$ cat config.mk
export PLATFORM = sky130hd
export DESIGN_NAME = pq_write_arbiter
export DESIGN_NICKNAME = d
export VERILOG_FILES = /design/src/rtl/pq_write_arbiter.sv
export SDC_FILE = /design/constraint.sdc
export NUM_CORES = 1
export LEC_CHECK = 0
export CAP_MARGIN = 20
export CORE_MARGIN = 2
export CORE_UTILIZATION = 45
export CTS_CLUSTER_SIZE = 8
export DETAILED_ROUTE_END_ITERATION = 16
export GPL_ROUTABILITY_DRIVEN = 0
export GPL_TIMING_DRIVEN = 0
export PLACE_DENSITY_LB_ADDON = 0.1
export SETUP_SLACK_MARGIN = 0.3
export SKIP_LAST_GASP = 1
export SLEW_MARGIN = 0
export SYNTH_ARGS = -nofsm -noshare
export SYNTH_HDL_FRONTEND = slang
export SYNTH_SLANG_ARGS = --single-unit
$ cat constraint.sdc
create_clock -name clock -period 2.1 [get_ports clock]
set_clock_uncertainty 0.15 [all_clocks]
set_input_delay 0.42 -clock clock [delete_from_list [all_inputs] [get_ports clock]]
set_output_delay 0.42 -clock clock [all_outputs]
set_load 0.02 [all_outputs]
$ cat src/rtl/pq_write_arbiter.sv
// rtl/pq_write_arbiter.sv - round-robin P/Q register write arbiter with per-channel trap lockout
// Optional PQ_ARB_WRCOUNT_EN adds a saturating wr_count of completed commits.
module pq_write_arbiter #(
  parameter int DATA_W     = 8,
  parameter int TIMEOUT    = 16,
  parameter int LOCK_LIMIT = 3
) (
  input  logic              clock,
  input  logic              reset,
  input  logic              req0,
  input  logic              req1,
  input  logic              wr_en0,
  input  logic              wr_en1,
  input  logic              sel0,
  input  logic              sel1,
  input  logic [DATA_W-1:0] data0,
  input  logic [DATA_W-1:0] data1,
  input  logic              trap0,
  input  logic              trap1,
  output logic              gnt0,
  output logic              gnt1,
  output logic [DATA_W-1:0] regP,
  output logic [DATA_W-1:0] regQ,
  output logic              lock0,
  output logic              lock1,
`ifdef PQ_ARB_WRCOUNT_EN
  output logic [15:0]       wr_count,
`endif
  output logic              busy
);

  localparam int            TW   = $clog2(TIMEOUT) + 1;
  localparam logic [TW-1:0] TMAX = TW'(TIMEOUT - 1);
  localparam logic [3:0]    LIM  = 4'(LOCK_LIMIT);

  typedef enum logic [1:0] {IDLE, GNT0, GNT1, COMMIT} state_t;

  state_t              state, state_nx;
  logic                last_served, last_nx;
  logic                capture;
  logic                cap_sel;
  logic [DATA_W-1:0]   cap_data;
  logic                stg_sel;
  logic [DATA_W-1:0]   stg_data;
  logic [TW-1:0]       timer;
  logic [3:0]          cnt0, cnt1, cnt0_nx, cnt1_nx;
  logic                elig0, elig1;

  assign gnt0 = (state == GNT0);
  assign gnt1 = (state == GNT1);
  assign busy = (state != IDLE);

  assign elig0 = req0 & ~lock0;
  assign elig1 = req1 & ~lock1;

  assign cnt0_nx = (trap0 && cnt0 != LIM) ? cnt0 + 4'd1 : cnt0;
  assign cnt1_nx = (trap1 && cnt1 != LIM) ? cnt1 + 4'd1 : cnt1;

  always_comb begin
    state_nx = state;
    last_nx  = last_served;
    capture  = 1'b0;
    cap_sel  = sel0;
    cap_data = data0;
    case (state)
      IDLE: begin
        // On a tie, last_served == 1 means ch0's turn.
        if (elig0 && (!elig1 || last_served)) state_nx = GNT0;
        else if (elig1)                       state_nx = GNT1;
      end
      GNT0: begin
        if (trap0 || !req0) begin
          state_nx = IDLE;
        end else if (wr_en0) begin
          state_nx = COMMIT;
          capture  = 1'b1;
          last_nx  = 1'b0;
        end else if (timer == TMAX) begin
          state_nx = IDLE;
          last_nx  = 1'b0;
        end
      end
      GNT1: begin
        cap_sel  = sel1;
        cap_data = data1;
        if (trap1 || !req1) begin
          state_nx = IDLE;
        end else if (wr_en1) begin
          state_nx = COMMIT;
          capture  = 1'b1;
          last_nx  = 1'b1;
        end else if (timer == TMAX) begin
          state_nx = IDLE;
          last_nx  = 1'b1;
        end
      end
      COMMIT:  state_nx = IDLE;
      default: state_nx = IDLE;
    endcase
  end

  always_ff @(posedge clock) begin
    if (reset) begin
      state       <= IDLE;
      last_served <= 1'b1;
      timer       <= '0;
      stg_sel     <= 1'b0;
      stg_data    <= '0;
      regP        <= '0;
      regQ        <= '0;
      cnt0        <= '0;
      cnt1        <= '0;
      lock0       <= 1'b0;
      lock1       <= 1'b0;
`ifdef PQ_ARB_WRCOUNT_EN
      wr_count    <= '0;
`endif
    end else begin
      state       <= state_nx;
      last_served <= last_nx;
      // Only meaningful while granted; restarts on every state change.
      timer       <= (state_nx != state) ? '0 : timer + 1'b1;
      if (capture) begin
        stg_sel  <= cap_sel;
        stg_data <= cap_data;
      end
      if (state == COMMIT) begin
        if (stg_sel) regQ <= stg_data;
        else         regP <= stg_data;
`ifdef PQ_ARB_WRCOUNT_EN
        if (wr_count != 16'hFFFF) wr_count <= wr_count + 16'd1;
`endif
      end
      cnt0  <= cnt0_nx;
      cnt1  <= cnt1_nx;
      lock0 <= (cnt0_nx == LIM);
      lock1 <= (cnt1_nx == LIM);
    end
  end

endmodule

Word level (Yosys, flattened, before mapping)

Cells that the tools add are included.

Register bits after elaboration: 43
Bits of input ports: 26
Output and inout bits: 21
Logic and storage cells: 72

Add/sub/neg operators: 3
Equal/unequal tests: 13
Multiplexer cells: 24
Bitwise logic cells: 5
Reduce and logical (&&, ||, !) cells: 16

Operators with widths:

| kind                                                                    | count |
|---|---|
| 2-bit two-way mux                                                       | 7 |
| 1-bit two-way mux                                                       | 11 |
| 4-bit by 1-bit adder with 4-bit output, second input constant           | 2 |
| 4-bit by 2-bit == test with 1-bit output, second input constant         | 2 |
| 4-bit two-way mux                                                       | 2 |
| 8-bit two-way mux                                                       | 1 |
| 4-bit by 2-bit inequality test with 1-bit output, second input constant | 2 |
| 2-bit one-hot mux with 4 select lines                                   | 1 |
| 3-bit by 2-bit inequality test with 1-bit output, second input constant | 2 |
| 5-bit by 1-bit adder with 5-bit output, second input constant           | 1 |
| 5-bit by 4-bit == test with 1-bit output, second input constant         | 1 |
| 5-bit AND reduction                                                     | 1 |
| 2-bit == test, second input constant                                    | 2 |
| 2-bit inequality test, second input constant                            | 2 |
| 1-bit one-hot mux with 2 select lines                                   | 2 |
| 2-bit AND reduction                                                     | 2 |
| 2-bit nonzero test                                                      | 2 |
| 1-bit logical AND                                                       | 3 |
| 1-bit zero test                                                         | 3 |
| 1-bit logical OR                                                        | 3 |
| 1-bit inverter                                                          | 3 |
| 1-bit bitwise AND                                                       | 2 |
| 2-bit by 1-bit == test with 1-bit output, second input constant         | 1 |
| 2-bit zero test                                                         | 1 |
| 2 further kinds                                                         | 2 |

Depth between registers and ports, before layout

Depth in word-level cells: 9
Mapped depth: 8
Mapped depth without buffers: 8

Worst setup path after synthesis

Ideal clock, no wire load.

Path kind: register to register
From: register timer[0]
To: register timer[2]
Library setup time: 0.132 ns
Data arrival time: 1.707 ns
Required time: 1.818 ns
Setup slack: 0.111 ns
Cell stages (with the launch flop): 9
Buffers on the path: 0
Period minus slack after synthesis: 1.989 ns
Cell sequence: dfxtp_1 -> ha_1 -> and3_1 -> ha_1 -> and2b_1 -> o21ai_1 -> a21o_2 -> a32oi_2 -> nor4b_1

Word-level cells in the longest chain between the ends: 7
Elaborated cells between the ends (all ways): 10
Classes of those cells: 1 x add/sub; 2 x eq/ne; 6 x mux; 1 x reduce/logical

RTL lines:

| what                                        | RTL line | RTL |
|---|---|---|
| from (decl)                                 | 45       | `logic [TW-1:0] timer;` |
| from (signal assigned)                      | 122      | `timer <= (state_nx != state) ? '0 : timer + 1'b1;` |
| 5-bit by 4-bit == test with 1-bit output    | 78, 92   |  |
| 2-bit two-way mux                           | 78, 92   |  |
| 2-bit two-way mux, on equally long branches | 88, 74   |  |
| 2-bit two-way mux, on equally long branches | 86, 72   |  |
| 2-bit one-hot mux with 4 select lines       | 65       | `case (state)` |
| 2-bit inequality test                       | 122      |  |
| 2-bit OR reduction (no line)                | --       |  |

Parallel ways exist; a longest one is shown, timed or not.
A chain may end at the register's enable or synchronous reset.

Worst setup path after layout

From: register timer[0]
To: register timer[0]

Same word-level chain as after synthesis.

==> run metrics <==
first-pass GRT wire length 8190 um; Worst Setup End Kind flop; pre-CTS WS -247 ps; hold crit path type reg -> reg; P&R area growth vs syn 46.4%; Leak 1.24 nW; f_max 0.480 GHz; total track usage 0.203; First-pass DRT Iterations 4; #FFs+latches synth 43; Clock Root Buffer clkbuf_8; Post-synth EDFFs 0; GRT overflow 0; Pwr Density 759 mW/mm^2; total wire length 5000 um; CTS tree yes; Slew HR 0.571; Post-DRT Antenna Nets 0; Iter 0 DRT Violations 79; Post-Synthesis Cells 223; CTS buffer count 5; wire per inst 14.6 um; register area share after synthesis 0.419; Avg Inst Size Synth 9.21 um^2; Yosys top cell by area dfxtp_1; Chip Height 71.5 um; dominant synthesized flop cell dfxtp_1; DIE AREA 0.00512 mm^2; # rows 24; CP peak stage delay 360 ps; final slew viol count 0; Post-CTS Hold Fix Bufs 0; IO Pins 47; ANT cells 0; number of global-route vias before repair 1798; Die X 71.5 um; post-synth cell types 47; synth warn 0; TNS Setup 0 ps; status completed; WS Path Type reg -> reg; Vias 1826; R2R depth 8; post-synth design cell area 0.00205 mm^2; Worst Path Required 2120 ps; DRC 0; largest net degree at the start of global routing 14; Critical Path Most Common Cell ha_4; vias per std cell 5.34; Max Cap Violations 0; starting density of the core 0.468; total core area 0.00438 mm^2; Tightest Pin Transition 644 ps; setup violators final 0; Tmin final 2080 ps; clock tree buffer depth 2; DP HPWL 3370 um; share of layout cells above drive strength 1 0.259; Synth top area share 0.419; Synth area leaders dfxtp_1, mux2i_1, ha_1; RSZ-0062 raised after global routing true; Clock Latency Late Sink 300 ps; Hold Crit Depth 2; fin worst setup slack 18.7 ps; CP Max Fanout 5; initial antenna violation count 0; Arrival @ worst endpoint 2100 ps; Final Hold Viols 0; slowest CP cell dfxtp_4; H-tree Lvls 2; nets@finish 324; clock-pin slew on the worst setup and hold paths 90 ps; CTS Sinks 43; Port-buffer cells 46; Synth Net Count 258; worst hold slack 303 ps; maximum vdd drop 0.000383 V; final period utilization 0.991; ys async rst share 0; critical path startpoint category flop; CP cell instances ha_4, and3_4, ha_4, and2b_2, o21ai_4, a21o_2, a32oi_4, nor4b_4
[logic make-up after synthesis]
logic type	synth area share
AOI/OAI and AO/OA	0.152
xor gates and xnor gates	0.0299
adders and majority gates	0.0548
buffers and inverters	0.0372
DFF	0.419
muxes	0.0926
and+or+nand+nor	0.215
[synth_stat cells, drive strengths merged, types with 3 or more instances]
cell,count
o21ai,8
clkbuf,5
mux2i,19
dfxtp,43
nand2,19
nor4b,4
nor2,27
nand4,3
nand3,10
nand2b,5
a21oi,18
xor2,5
ha,9
a211oi,10
buf,4
inv,7
[per-layer routing]
metal,GRT usage,routed length [um],share of wire,up-vias
met4,0.0755,95,0.019,0
li1,-,-,-,918
met5,0,0,0,-
met1,0.258,2320,0.46,840
met3,0.0534,259,0.052,12
met2,0.331,2330,0.47,56
[cells in the final DEF, fill, tap and decap left out, types with 6 or more instances in the layout]
master,count
clkdlybuf4s50_1,21
a21oi_1,16
buf_6,6
buf_4,10
nor2_2,6
nor2_1,21
nand2_1,17
dlygate4sd2_1,20
dfxtp_1,39
nand3_1,10
mux2i_1,19
[worst paths after layout]
kind                    to  slack (ps)     start
setup / recovery  timer[0]          20  timer[0]
setup reg to reg  timer[0]          20  timer[0]
hold / removal     regQ[3]         300   regQ[3]
hold reg to reg    regQ[3]         300   regQ[3]
[what timing repair did]
action                                  in CTS  in global routing
resized for setup                           38                 36
endpoints found under the setup margin      52                 37
setup buffers                                8                  4
hold endpoints to repair                     0                  0
gates cloned                                 0                  1
pin swaps                                    9                 18
[where the power goes]
part / total (W) / leakage [nW] / internal, W / switching, W
combinational: 0.000602 / 0.829 / 0.000284 / 0.000319
sequential: 0.000912 / 0.351 / 0.000863 / 0.0000488
clock: 0.000767 / 0.0654 / 0.000476 / 0.000291
[final cells by class]
cell class | instances | area, um^2
clock inverter | 2 | 60.1
timing repair buffer | 59 | 544
inverter | 7 | 31.3
clock buffer | 6 | 72.6
fill | 360 | 1380
tap | 52 | 65.1
multi-input combinational | 164 | 1300
sequential | 43 | 873
buffer | 9 | 61.3
[worst max-delay path, delay by kind of cell (launching register included)]
| kind | cells | cell delay [ps] |
|---|---|---|
| compound gates | 3 | 600 |
| flops | 1 | 360 |
| simple gates | 3 | 530 |
| fa+ha+maj | 2 | 320 |
[through the flow]
| stage | instance area, um^2 | std cells | utilization | total power [W] |
|---|---|---|---|---|
| 2_1_floorplan | 2120 | 223 | - | 0.00124 |
| 3_3_place_gp | 2640 | 321 | 0.603 | 0.00139 |
| 3_5_place_dp | 2640 | 321 | 0.603 | 0.00140 |
| 4_1_cts | 2860 | 337 | 0.652 | 0.00221 |
| 5_1_grt | 3010 | 342 | 0.686 | 0.00237 |
| 6_report | 3010 | 342 | 0.686 | 0.00228 |
[registers in the layout, indices dropped and copies added, names as in the netlist]
name,cells
cnt0,4
cnt1,4
last_served,1
lock0,1
lock1,1
regP,8
regQ,8
state,2
stg_data,8
stg_sel,1
timer,5
(Power assumes the default switching activity.)
